## config.mk

```make
export PLATFORM = sky130hd
export DESIGN_NAME = sram_share_arb
export DESIGN_NICKNAME = d
export VERILOG_FILES = /design/src/rtl/sram_arb_pkg.sv /design/src/rtl/sram_rr_pick.sv /design/src/rtl/sram_share_arb.sv
export SDC_FILE = /design/constraint.sdc
export NUM_CORES = 1
export LEC_CHECK = 0
export ABC_AREA = 1
export BUFFER_PORTS_ARGS = -buffer_cell sky130_fd_sc_hd__buf_2
export CAP_MARGIN = 25
export CORE_AREA = 2 2 215 217
export CTS_CLUSTER_SIZE = 25
export DETAILED_ROUTE_END_ITERATION = 10
export DIE_AREA = 0 0 217 219
export SLEW_MARGIN = 15
export SYNTH_ARGS = -nofsm -noshare
export SYNTH_HDL_FRONTEND = slang
export SYNTH_SLANG_ARGS = --single-unit
```

## constraint.sdc

```tcl
create_clock -name clk_i -period 2.4 [get_ports clk_i]
set_input_delay 0.48 -clock clk_i [delete_from_list [all_inputs] [get_ports clk_i]]
set_output_delay 0.48 -clock clk_i [all_outputs]
set_load 0.02 [all_outputs]
```

## src/rtl/sram_arb_pkg.sv

```systemverilog
// Shared types and constants for the two-requester SRAM arbiter.
// req_t is sized for the widest supported configuration; narrower ports are zero-extended into it.
package sram_arb_pkg;

    localparam int unsigned NUM_REQ    = 2;
    localparam int unsigned REQ_DW_MAX = 64;
    localparam int unsigned REQ_AW_MAX = 32;

    typedef struct packed {
        logic                  we;
        logic [REQ_AW_MAX-1:0] addr;
        logic [REQ_DW_MAX-1:0] wdata;
        logic [REQ_DW_MAX-1:0] be;
    } req_t;

endpackage

```

## src/rtl/sram_rr_pick.sv

```systemverilog
// Two-way round-robin selector: ptr_i names the requester that wins a tie.
// The grant is one-hot, or zero when nobody is valid.
module sram_rr_pick (
    input  logic [1:0] valid_i,
    input  logic       ptr_i,
    output logic [1:0] gnt_o
);

    always_comb begin
        gnt_o = '0;
        if (valid_i == 2'b11) begin
            gnt_o = ptr_i ? 2'b10 : 2'b01;
        end else begin
            gnt_o = valid_i;
        end
    end

endmodule

```

## src/rtl/sram_share_arb.sv

```systemverilog
// Shares one single-port SRAM macro between two requesters with a same-cycle handshake.
// Define SRAM_ARB_WLOCK_EN to make LOCK_ADDR write-once until the next reset.
module sram_share_arb
    import sram_arb_pkg::*;
#(
    parameter  int unsigned DATA_WIDTH = 64,
    parameter  int unsigned NUM_WORDS  = 1024,
    parameter  int unsigned LOCK_ADDR  = 100,
    localparam int unsigned ADDR_WIDTH = $clog2(NUM_WORDS)
) (
    input  logic                       clk_i,
    input  logic                       rst_ni,
    input  logic [1:0]                 req_valid_i,
    output logic [1:0]                 req_ready_o,
    input  logic [1:0]                 req_we_i,
    input  logic [1:0][ADDR_WIDTH-1:0] req_addr_i,
    input  logic [1:0][DATA_WIDTH-1:0] req_wdata_i,
    input  logic [1:0][DATA_WIDTH-1:0] req_be_i,
    output logic [1:0]                 rsp_valid_o,
    output logic [DATA_WIDTH-1:0]      rsp_rdata_o,
    output logic                       rsp_err_o,
    output logic                       sram_req_o,
    output logic                       sram_we_o,
    output logic [ADDR_WIDTH-1:0]      sram_addr_o,
    output logic [DATA_WIDTH-1:0]      sram_wdata_o,
    output logic [DATA_WIDTH-1:0]      sram_be_o,
    input  logic [DATA_WIDTH-1:0]      sram_rdata_i
);

    logic       ptr_q, ptr_d;
    logic [1:0] gnt;
    logic [1:0] rsp_vld_q, rsp_vld_d;
    logic       rsp_rd_q, rsp_rd_d;
    logic       rsp_err_q, rsp_err_d;
    logic       accept;
    logic       oob;
    logic       blocked;
    logic       fire;
    req_t       sel;

    sram_rr_pick u_pick (
        .valid_i (req_valid_i),
        .ptr_i   (ptr_q),
        .gnt_o   (gnt)
    );

    // Grants are suppressed while reset is held so nothing is accepted then.
    assign req_ready_o = rst_ni ? gnt : 2'b00;
    assign accept      = |req_ready_o;

    always_comb begin
        sel = '0;
        for (int unsigned i = 0; i < NUM_REQ; i++) begin
            if (gnt[i]) begin
                sel.we    = req_we_i[i];
                sel.addr  = REQ_AW_MAX'(req_addr_i[i]);
                sel.wdata = REQ_DW_MAX'(req_wdata_i[i]);
                sel.be    = REQ_DW_MAX'(req_be_i[i]);
            end
        end
    end

    assign oob = sel.addr >= REQ_AW_MAX'(NUM_WORDS);

`ifdef SRAM_ARB_WLOCK_EN
    logic lock_q, lock_d;
    logic lock_hit;

    assign lock_hit = sel.we && (sel.addr == REQ_AW_MAX'(LOCK_ADDR));
    assign blocked  = lock_q && lock_hit;

    always_comb begin
        lock_d = lock_q;
        if (accept && lock_hit && !oob) begin
            lock_d = 1'b1;
        end
    end

    always_ff @(posedge clk_i or negedge rst_ni) begin
        if (!rst_ni) begin
            lock_q <= 1'b0;
        end else begin
            lock_q <= lock_d;
        end
    end
`else
    assign blocked = 1'b0;
`endif

    assign fire = accept && !oob && !blocked;

    always_comb begin
        sram_req_o   = fire;
        sram_we_o    = 1'b0;
        sram_addr_o  = '0;
        sram_wdata_o = '0;
        sram_be_o    = '0;
        if (fire) begin
            sram_we_o    = sel.we;
            sram_addr_o  = sel.addr[ADDR_WIDTH-1:0];
            sram_wdata_o = sel.wdata[DATA_WIDTH-1:0];
            sram_be_o    = sel.be[DATA_WIDTH-1:0];
        end
    end

    // Priority passes to the requester that was not just granted.
    always_comb begin
        ptr_d     = ptr_q;
        rsp_vld_d = req_ready_o;
        rsp_rd_d  = fire && !sel.we;
        rsp_err_d = accept && (oob || blocked);
        if (accept) begin
            ptr_d = gnt[0];
        end
    end

    always_ff @(posedge clk_i or negedge rst_ni) begin
        if (!rst_ni) begin
            ptr_q     <= 1'b0;
            rsp_vld_q <= '0;
            rsp_rd_q  <= 1'b0;
            rsp_err_q <= 1'b0;
        end else begin
            ptr_q     <= ptr_d;
            rsp_vld_q <= rsp_vld_d;
            rsp_rd_q  <= rsp_rd_d;
            rsp_err_q <= rsp_err_d;
        end
    end

    assign rsp_valid_o = rsp_vld_q;
    assign rsp_err_o   = rsp_err_q;
    assign rsp_rdata_o = rsp_rd_q ? sram_rdata_i : '0;

endmodule

```

---- Word-level counts from Yosys, hierarchy flattened ----
Cells that the tools add are included.
storage, ports and cells
  input bits .............................. 346
  flip-flop bits (word level) ............. 5
  logic and storage cells ................. 22
  output and inout bits ................... 209
operators by class
  $lt $le $gt $ge ......................... 1
  equal/unequal tests ..................... 1
  reduce and logical (&&, ||, !) cells .... 6
  mux-type cells .......................... 10
operators by type and width
  operator                number
  $mux W161               2
  $mux W64                3
  $ge A32 B11 Y1 const B  1
  $mux W10                1
  $mux W2                 3
  $logic_and A1 B1 Y1     3
  $eq A2 B2 Y1 const B    1
  $logic_not A1 Y1        2
  $reduce_or A2 Y1        1
  $mux W1                 1

---- Depth between registers and ports, before layout ----
  depth in word-level cells ............... 8
  gate-level depth with buffers ........... 8
  mapped depth without buffers ............ 6

---- Cells and area by module ----
Synthesis repeated with hierarchy kept, for this count alone.
second synthesis, totals
  cells, all modules ...................... 638
  area total of the unflattened synthesis .. 2972.9 µm²
by module, submodules not included
  module          cells each  sequential area each (µm²)  instances  area an instance (µm²)
  sram_share_arb  633         100.1                       1          2951.6
  sram_rr_pick    5           0.0                         1          21.3

---- Worst setup path after synthesis ----
No wires, ideal clock.
  path kind ............................... input -> output
  start point ............................. input req_valid_i[1]
  end point ............................... output sram_addr_o[0]
  data required time ...................... 1.920 ns
  buffers on the path ..................... 2
  stages .................................. 7
  arrival ................................. 1.228 ns
  path slack .............................. 0.692 ns
  path through ............................ nand2_1 -> nand3_1 -> inv_2 -> buf_4 -> buf_4 -> nand2_1 -> nand2_1
between the ends
  longest elaborated chain between the ends .. 8
  elaborated cells between the ends (all ways) .. 10
  classes of those cells .................. order compare: 1; eq/ne: 1; mux: 5; reduce/logical: 3
ends and longest elaborated chain
  item                    RTL line              RTL
  start, declared         sram_share_arb.sv:13  input logic [1:0] req_valid_i,
  $eq A2 B2 Y1            sram_rr_pick.sv:11    if (valid_i == 2'b11) begin
  $mux W2 *               sram_rr_pick.sv:11
  $mux W161 (2 in a row)  sram_share_arb.sv:54  if (gnt[i]) begin
  $ge A32 B11 Y1          sram_share_arb.sv:63  assign oob = sel.addr >= REQ_AW_MAX'(NUM_WORDS);
  $logic_not A1 Y1        sram_share_arb.sv:90  assign fire = accept && !oob && !blocked;
  $logic_and A1 B1 Y1     sram_share_arb.sv:90
  $mux W10 *              sram_share_arb.sv:98  if (fire) begin
  end, declared           sram_share_arb.sv:24  output logic [ADDR_WIDTH-1:0] sram_addr_o,
Mark *: on every way between the ends. The rest lies on a longest branch, timed or not.

---- Worst setup path in the final report ----
  start point ............................. register ptr_q
  end point ............................... output sram_wdata_o[31]
between the ends
  longest elaborated chain between the ends .. 8
  elaborated cells between the ends (all ways) .. 10
  classes of those cells .................. order compare: 1; mux: 6; reduce/logical: 3
ends and longest elaborated chain
  item                    RTL line               RTL
  start, declared         sram_share_arb.sv:30   logic ptr_q, ptr_d;
  start signal, assigned  sram_share_arb.sv:124  ptr_q <= ptr_d;
  $mux W2 *               sram_rr_pick.sv:12     gnt_o = ptr_i ? 2'b10 : 2'b01;
  $mux W2 *               sram_rr_pick.sv:11
  $mux W161 (2 in a row)  sram_share_arb.sv:54
  $ge A32 B11 Y1          sram_share_arb.sv:63
  $logic_not A1 Y1        sram_share_arb.sv:90
  $logic_and A1 B1 Y1     sram_share_arb.sv:90
  $mux W64 *              sram_share_arb.sv:98
  end, declared           sram_share_arb.sv:25   output logic [DATA_WIDTH-1:0] sram_wdata_o,
Marks and branches as above.

==> flow_summary.yaml <==
floorplan:
  die_w_um: 217
  rows: 78
  start_util_pct: 5.55
  core_area_um2: 45100
  die-area_um2: 47500
  die_h_um: 219
  ioPinCount: 555
sta:
  hold_violations: 0
  tns_ps: 0
  finalCritPeriodShare_pct: 91.0
  skew_ps: 2.26
  final_max_slew_viol_count: 0
  fmax_mhz: 458
  rsz0062_at_grt: "no"
  setup_viol: 0
  period_minus_slack_ps: 2180
global_routing:
  grt_use_total_pct: 6.13
  grt_pass1_wl_mm: 23.2
  grt_max_degree: 65
  grt.overflow.total: 0
  antenna_found_initial: 5
  grt_pass1_vias: 4511
critical_path:
  cp.required_ps: 1920
  critPathMostFrequentCell: "nand2_1"
  path_buf_inv: 5
  cp_cell_sequence: "inv_1, nand2_1, nand3_2, inv_4, buf_12, buf_4, nand2_1, nand2_1, buf_2"
  worstPathMaxFanout: 55
  critPathLaunchType: "register"
  path_delay_family: "buffers and inverters"
  cp_data_arrival_time_ps: 1700
  crit_slowest_cell: "dfrtp_1"
  endpoint_kind: "output port"
  max_stage_delay_ps: 360
  crit_type: "reg2out"
  crit_cells: 9
  reg2regPathDepth: 4
clock_network:
  cts_root_buf: "clkbuf_16"
  hold_buffers: 0
  clkSinkCount: 4
  post_cts_resized: 0
  path_clk_slew_ps: 30
  htreeDepth: 1
  clk_path_buf_depth: 2
  cts-buffers-inserted: 3
  cts_setup_buffers: 0
  insertion_delay_ps: 220
  cts_tree: "yes"
yosys:
  synth.distinct_cells: 13
  ys_seq_area_share_pct: 4.00
  syn_inst: 602
  ys_warn_count: 0
  mappedNetlistNets: 948
  syn_area_um2: 2500
  syn_avg_cell_area_um2: 4.16
  ys_ff_latch: 4
route:
  vias: 5226
  routed_via_density: 2.99
  drc: 0
  first_pass_iters: 5
  wirelength_mm: 17.2
  drtAntennaViolNets: 0
  avgRoutedWirePerCell_um: 9.85
  drt_iter0_markers: 219
finish:
  area_growth_pct: 142
  fin_nets: 1493
  drive_gt1_share_pct: 51.0
  diodes: 0
flow_run:
  cap_violations: 0
placement:
  dp_hpwl_mm: 15.1
  place_congestion: 0.822
  port_buffers: 553
power_and_ir_drop:
  power.total_mw: 1.69
  power.density_nw_per_um2: 278
  max-vdd-ir-drop_mv: 0.234
  p_leak_nw: 4.53
run_status:
  status: "complete, no violations"
worst_hold_path:
  hp-class: "in2async"
==> kinds of logic after synthesis <==
kind of cell	share of synthesized area (%)
simple gates	73.9
other cells	0.150
flops	4.00
buf+inv	22.0
==> metrics by stage <==
stage | instance area (µm²) | std cells | hold slack (ps) | setup slack, ps | utilization, %
after global placement | 5990 | 1742 | 311 | 262 | 13.3
after CTS | 6070 | 1746 | 82.3 | 218 | 13.5
after floorplan | 2500 | 602 | 184 | 692 | -
after detailed placement | 5990 | 1742 | 315 | 236 | 13.3
after global routing | 6070 | 1746 | 80.3 | 92.9 | 13.5
final | 6070 | 1746 | 76.8 | 216 | 13.5
==> worst paths after layout <==
check / from / slack (ps) / endpoint
max: ptr_q / 220 / sram_wdata_o[31]
min reg2reg: ptr_q / 510 / ptr_q
max reg2reg: ptr_q / 1340 / rsp_valid_o[0]
min in group clk_i: ptr_q / 510 / ptr_q
max in group asynchronous: rst_ni / 2170 / rsp_rd_q
min: rst_ni / 80 / ptr_q
==> per-layer routing <==
| layer | GRT usage [%] | routed length (µm) |
|---|---|---|
| met3 | 1.09 | 1780 |
| met5 | 0 | 26 |
| met2 | 11.6 | 8580 |
| met1 | 7.46 | 6780 |
| met4 | 0.434 | 32 |
==> flip-flops by register name, indices dropped and copies added, names as in the netlist <==
register and count:
ptr_q 1, rsp_rd_q 1, rsp_valid_o 2
==> power breakdown <==
group	switching [mW]	leakage (nW)	internal (mW)	total (mW)
clock	0.0443	0.0382	0.219	0.263
sequential	0.00491	0.0494	0.0757	0.0807
combinational	0.821	4.44	0.524	1.34
==> synth_stat cells <==
cell / number / area share (%)
nand3_1: 3 / 0.60
buf_1: 4 / 0.60
clkbuf_1: 2 / 0.30
nand2_1: 485 / 73
inv_2: 2 / 0.30
conb_1: 1 / 0.15
buf_6: 11 / 4.9
dfrtp_1: 4 / 4.0
buf_4: 16 / 4.8
buf_2: 5 / 1.0
nor2_1: 1 / 0.15
nand3_2: 1 / 0.40
inv_1: 67 / 10
==> cells in the final DEF (no fill, tap or decap), drive strengths merged <==
cell type,netlist,routed
nand2,485,485
buf,36,578
inv,69,69
conb,1,1
dfrtp,4,4
clkbuf,2,4
nor2,1,1
nand3,4,4
==> area by class of cell <==
cell class | instances | area (µm²)
fill | 5345 | 39000
multi-input combinational | 491 | 1850
timing repair buffer | 578 | 3020
inverter | 69 | 264
sequential | 4 | 101
tap | 600 | 751
clock buffer | 4 | 78.8
==> worst register-to-register path, cell delays in order, from the launching register on <==
cell and delay (ps):
dfrtp_1 390, nand2_1 90, nand3_1 150, inv_4 120, buf_12 200
Note: power is estimated with default switching activity, not from simulation.
